### src/rtl/seq_gates_oai_pipe.sv
`default_nettype none
`timescale 1ns/1ps
// ============================================================================
// Module  : seq_gates_oai_pipe
// Brief   : Two-stage valid/ready pipelined OAI/AOI/OA/AO gate over NBITS
//           lanes with a saturating output-transfer counter.
// Revision: 1.0  initial release
// ============================================================================
module seq_gates_oai_pipe #(
  parameter int NBITS    = 4,
  parameter int NTERMS   = 2,
  parameter int TERM_IN  = 2,
  parameter int CNT_BITS = 8
) (
  input  logic                             clk,
  input  logic                             reset,
  input  logic                             in_val,
  output logic                             in_rdy,
  input  logic [1:0]                       in_mode,
  input  logic [NTERMS*TERM_IN*NBITS-1:0]  in_data,
  output logic                             out_val,
  input  logic                             out_rdy,
  output logic [NBITS-1:0]                 out_data,
  output logic [CNT_BITS-1:0]              xfer_count
);

  logic [NTERMS-1:0][NBITS-1:0] w_terms;
  logic [NTERMS-1:0][NBITS-1:0] r_terms;
  logic [1:0]                   r_mode;
  logic                         r_s1_val;
  logic                         r_s2_val;
  logic [NBITS-1:0]             r_out;
  logic [CNT_BITS-1:0]          r_cnt;
  logic [NBITS-1:0]             w_comb;
  logic [NBITS-1:0]             w_result;
  logic                         w_out_xfer;
  logic                         w_s2_load;
  logic                         w_s1_load;

  // mode[0] selects AND for the first level and OR for the second level
  always_comb begin
    for (int t = 0; t < NTERMS; t++) begin
      w_terms[t] = {NBITS{in_mode[0]}};
      for (int k = 0; k < TERM_IN; k++) begin
        if (in_mode[0])
          w_terms[t] = w_terms[t] & in_data[(t*TERM_IN+k)*NBITS +: NBITS];
        else
          w_terms[t] = w_terms[t] | in_data[(t*TERM_IN+k)*NBITS +: NBITS];
      end
    end
  end

  // mode[1] set means no final inversion
  always_comb begin
    w_comb = {NBITS{~r_mode[0]}};
    for (int t = 0; t < NTERMS; t++) begin
      if (r_mode[0])
        w_comb = w_comb | r_terms[t];
      else
        w_comb = w_comb & r_terms[t];
    end
    w_result = r_mode[1] ? w_comb : ~w_comb;
  end

  assign w_out_xfer = r_s2_val & out_rdy;
  assign w_s2_load  = r_s1_val & (~r_s2_val | out_rdy);
  assign in_rdy     = ~r_s1_val | w_s2_load;
  assign w_s1_load  = in_val & in_rdy;

  always_ff @(posedge clk or negedge reset) begin
    if (!reset) begin
      r_terms  <= '0;
      r_mode   <= 2'b00;
      r_s1_val <= 1'b0;
      r_s2_val <= 1'b0;
      r_out    <= '0;
      r_cnt    <= '0;
    end else begin
      if (w_s1_load) begin
        r_terms <= w_terms;
        r_mode  <= in_mode;
      end

      if (w_s1_load)
        r_s1_val <= 1'b1;
      else if (w_s2_load)
        r_s1_val <= 1'b0;

      if (w_s2_load) begin
        r_out    <= w_result;
        r_s2_val <= 1'b1;
      end else if (w_out_xfer) begin
        r_s2_val <= 1'b0;
      end

      if (w_out_xfer && (r_cnt != {CNT_BITS{1'b1}}))
        r_cnt <= r_cnt + 1'b1;
    end
  end

  assign out_val    = r_s2_val;
  assign out_data   = r_out;
  assign xfer_count = r_cnt;

endmodule
`default_nettype wire

### config.mk
export PLATFORM = sky130hd
export DESIGN_NAME = seq_gates_oai_pipe
export DESIGN_NICKNAME = d
export VERILOG_FILES = /design/src/rtl/seq_gates_oai_pipe.sv
export SDC_FILE = /design/constraint.sdc
export NUM_CORES = 1
export LEC_CHECK = 0
export ABC_AREA = 1
export ABC_CLOCK_PERIOD_IN_PS = 3800
export BUFFER_PORTS_ARGS = -buffer_cell sky130_fd_sc_hd__buf_2
export CAP_MARGIN = 20
export CORE_MARGIN = 5
export CORE_UTILIZATION = 55
export CTS_BUF_LIST = sky130_fd_sc_hd__clkbuf_4 sky130_fd_sc_hd__clkbuf_8
export DETAILED_ROUTE_END_ITERATION = 8
export HOLD_SLACK_MARGIN = 0.03
export PLACE_DENSITY = 0.92
export SETUP_SLACK_MARGIN = 0.05
export SLEW_MARGIN = 20
export SYNTH_ARGS = -nofsm -noshare
export SYNTH_HDL_FRONTEND = slang
export SYNTH_SLANG_ARGS = --single-unit
### constraint.sdc
create_clock -name clk -period 3.8 [get_ports clk]
set_clock_uncertainty 0.1 [all_clocks]
set_input_delay 0.38 -clock clk [delete_from_list [all_inputs] [get_ports clk]]
set_output_delay 0.38 -clock clk [all_outputs]
set_load 0.1 [all_outputs]
## Word level (Yosys, flattened, before mapping)

Cells that the tools add are included.
Widths: inputs -> output; s select.

| word-level totals | value |
|---|---|
| output and inout port bits | 14 |
| register bits after elaboration | 24 |
| bits of input ports | 22 |

| cells by class | value |
|---|---|
| muxes and demuxes | 11 |
| reductions and logical operators | 3 |
| $add $sub $neg | 1 |
| eq/ne operators | 1 |
| bitwise operators | 21 |

Operator list:

| operator | count |
|---|---|
| $mux 4 | 7 |
| $and 4x4->4 | 6 |
| $or 4x4->4 | 6 |
| $add 8x1->8 const B | 1 |
| $ne 8x8->1 const B | 1 |
| $mux 1 | 4 |
| $not 4->4 | 1 |
| $reduce_bool 2->1 | 2 |
| $and 1x1->1 | 3 |
| $not 1->1 | 3 |
| $or 1x1->1 | 2 |
| $logic_and 1x1->1 | 1 |

## Depth between registers and ports, before layout

| logic depth | value |
|---|---|
| depth in word-level cells | 7 |
| depth in mapped cells | 8 |

## Worst setup path before layout

No wires, ideal clock.

| path | value |
|---|---|
| kind | register to register |
| from | register r_s2_val (netlist: out_val) |
| to | register r_mode[1] |
| arrival time | 2.237 ns |
| library setup time | 0.123 ns |
| buffers on the path | 1 |
| setup slack | 1.340 ns |
| stages on the path, launching flop included | 7 |
| clock period less this slack | 2.460 ns |
| path through | dfrtp_1 > nand3_2 > nand2_2 > inv_2 > buf_6 > nand2_2 > o21ai_2 |

| on the way | value |
|---|---|
| word-level cells in the longest chain between the ends | 5 |

Ends and longest elaborated chain:

| what | line | source |
|---|---|---|
| start, declared | 31 | `logic r_s2_val;` |
| start signal, assigned | 75 | `r_s2_val <= 1'b0;` |
| start signal, assigned | 91 | `r_s2_val <= 1'b1;` |
| start signal, assigned | 93 | `r_s2_val <= 1'b0;` |
| $not 1->1 | 66 | `assign w_s2_load = r_s1_val & (~r_s2_val \| out_rdy);` |
| $or 1x1->1 | 66 |  |
| $and 1x1->1 | 66 |  |
| $or 1x1->1 | 67 | `assign in_rdy = ~r_s1_val \| w_s2_load;` |
| named net in_rdy | 18 | `output logic in_rdy,` |
| $and 1x1->1 | 68 | `assign w_s1_load = in_val & in_rdy;` |
| end signal, assigned | 81 | `r_mode <= in_mode;` |
| end, declared | 29 | `logic [1:0] r_mode;` |

The timed path passes the listed nets, and every way through them passes these cells.
A chain may end at the register's enable or synchronous reset.

## Final worst setup path

| path | value |
|---|---|
| from | register r_s2_val (netlist: out_val) |
| to | output in_rdy |

| on the way | value |
|---|---|
| word-level cells in the longest chain between the ends | 4 |

Ends and longest elaborated chain:

| what | line |
|---|---|
| $not 1->1 | 66 |
| $or 1x1->1 | 66 |
| $and 1x1->1 | 66 |
| $or 1x1->1 | 67 |
| end, declared | 18 |

No other way between the ends.

==> flow_metrics.tcl <==
set metrics [dict create \
    status "finished, final reports clean" \
    syn_area_sq_um 1360 \
    setup_violations 0 \
    netSwitchingPower_uw 589 \
    groute.usage.overall 0.164 \
    cts_sinks 24 \
    busiest_layer "met2" \
    first_pass_iters 4 \
    layout_common_cells "nand2_1 (81), buf_2 (35), dfrtp_1 (24)" \
    drtIter0Drc 71 \
    clk_pin_slew_ps 120 \
    hp-start "in_mode[1]" \
    dp_hpwl_um 2080 \
    hold_viol 0 \
    fillCellCount 226 \
    ant_nets 0 \
    hold_path.class "in -> reg" \
    num_vias 1211 \
    grt_max_degree 25 \
    cts_root_buf "clkbuf_4" \
    drive_above_1_share 0.266 \
    p_clk_frac 0.103 \
    p_sw_frac 0.562 \
    initial_core_util 0.561 \
    dieArea_sq_um 3580 \
    synth_edf_count 0 \
    endpoint_kind "output port" \
    grt_util_met2 0.315 \
    clock_path_buffers 2 \
    grt_pass1_wl_um 4500 \
    diodes 0 \
    p_seq_frac 0.353 \
    cp_max_fo 4 \
    area_delta_synth_final_pct 16.8 \
    slew_headroom 0.645 \
    cts_buffers 3 \
    core_area_sq_um 2430 \
    fin_crit_sh 0.463 \
    syn_inst 181 \
    antenna_found_initial 0 \
    yosys_warnings 0 \
    yosysUniqueCellTypes 21 \
    wl_um 2640 \
    die-width_um 59.8 \
    startpoint "out_val$_DFFE_PN0P_" \
    dieHeight_um 59.8 \
    grt_util_met3 0.0389 \
    crit_arrival_ps 1280 \
    io_pins 36 \
    crit_path_start_kind "flip-flop" \
    drc 0 \
    grt_util_met1 0.168 \
    regArea_sq_um 601 \
    cp.required_ps 3320 \
    ys_ff_latch 24 \
    layout_commonest_cell "nand2_1" \
    critical-path-max-stage-delay_ps 430 \
    p_comb_frac 0.544 \
    worstSetupPathType "reg -> out" \
    multiInputGateArea_sq_um 656 \
    reg2reg_from "xfer_count[0]$_DFFE_PN0P_" \
    dp_cells 244 \
    async_reset_ff_frac 1.00 \
    grt_pass1_vias 1165 \
    clock_latency_ps 310 \
    fin_setup_tns_ps 0 \
    path_cells "nand3_2 -> buf_2" \
    worst_pin_slew_ps 533 \
    viasPerCell 4.88 \
    max_cap_viol_count 0 \
    cts_tree "built" \
    synth_area_per_cell_sq_um 7.53 \
    synth_top_area_share 0.440 \
    fmax_mhz 568 \
    htreeDepth 1 \
    synth-main-ff-cell "dfrtp_1" \
    syn_nets 204 \
    slowest_stage "dfrtp_1" \
    period_needed_ps 1760 \
    p_leak_nw 0.894 \
    synth_seq_area_share 0.440 \
    p_int_uw 460 \
    final-instance-count-excl-fill 248 \
    portBuffers 35 \
    yosys-top-cells-area "dfrtp_1 (44%), nand2_1 (22%), o21ai_2 (6.4%)" \
    routabilityCongestion 0.819 \
    powerDensity_nw_per_um2 659 \
    drv_slew 0 \
    vdd_drop_max_mv 0.539 \
    grt_setup_unrepaired "no" \
    nets 243 \
    num_rows 18 \
    grt-ovfl-total 0 \
    post_drt_wl_per_cell_um 10.7 \
    synth_top_cell_by_area "dfrtp_1" \
]
==> synthesized netlist by cell type, types with 2 or more instances <==
cell type,instances
nor2_4,2
nand3_1,8
nand2_1,81
o21ai_0,12
nand4_1,2
a21oi_1,3
inv_1,21
nand2_2,3
xor2_1,2
o21ai_2,10
nor2_1,4
dfrtp_1,24
==> critical path, delay by kind of cell (launching register included) <==
| family | cells | cell delay (ps) |
|---|---|---|
| buf+inv | 1 | 430 |
| simple gates | 1 | 110 |
| flops | 1 | 430 |
==> metrics by stage <==
step                      setup WS (ps)  hold slack, ps  cell area (sq um)  power [mW]   util
after global routing               1980             165               1590        1.11  0.655
after detailed placement           2300             295               1560       0.949  0.641
after global placement             2310             283               1560       0.935  0.641
after floorplan                    1340           -15.6               1360       0.847      -
final                              2040             183               1590        1.05  0.655
after CTS                          2020             175               1590        1.06  0.655
==> worst paths after layout <==
kind	end	slack (ps)	depth (start not counted)
max	in_rdy	2040	2
min	r_mode[1]$_DFFE_PN0P_	180	3
max reg2reg	xfer_count[7]$_DFFE_PN0P_	2380	8
min reg2reg	out_data[1]$_DFFE_PN0P_	390	2
max in group asynchronous	out_data[1]$_DFFE_PN0P_	2780	2
min in group asynchronous	xfer_count[2]$_DFFE_PN0P_	470	2
==> power groups by stage <==
stage / sequential (mW) / combinational, mW / clock, mW
after floorplan: 0.675 / 0.172 / 0
after global placement: 0.369 / 0.566 / 0
after detailed placement: 0.375 / 0.573 / 0
after CTS: 0.370 / 0.576 / 0.114
after global routing: 0.382 / 0.608 / 0.121
final: 0.370 / 0.571 / 0.109
==> kinds of logic after synthesis <==
logic type	synth area share
xor+xnor	0.0193
fa+ha+maj	0.00917
simple gates	0.333
flops	0.440
compound gates	0.119
buf+inv	0.0789
==> repair_timing <==
item,in CTS,in global routing
hold endpoints to repair,24,0
hold buffers,1,0
gates resized for setup,0,0
setup buffers,0,0
==> cell type report <==
cell class / instances / share of cell area
Timing Repair Buffer: 36 / 0.116
Clock buffer: 3 / 0.0141
Sequential cell: 24 / 0.377
Tap cell: 30 / 0.0236
Inverter: 23 / 0.0573
Multi-Input combinational cell: 132 / 0.412
==> state kept, by name, indices dropped and copies added, names as in the netlist <==
signal and cells:
out_data 4, out_val 1, r_mode 2, r_s1_val 1, r_terms 8, xfer_count 8
==> layer usage <==
metal / wire length, um / vias to the layer above / share of wire
met1: 1080 / 545 / 0.41
met5: 0 / - / 0
met4: 22 / 0 / 0.0083
li1: - / 640 / -
met2: 1400 / 24 / 0.53
met3: 147 / 2 / 0.056
No activity file was read; power rests on OpenSTA's default activity.
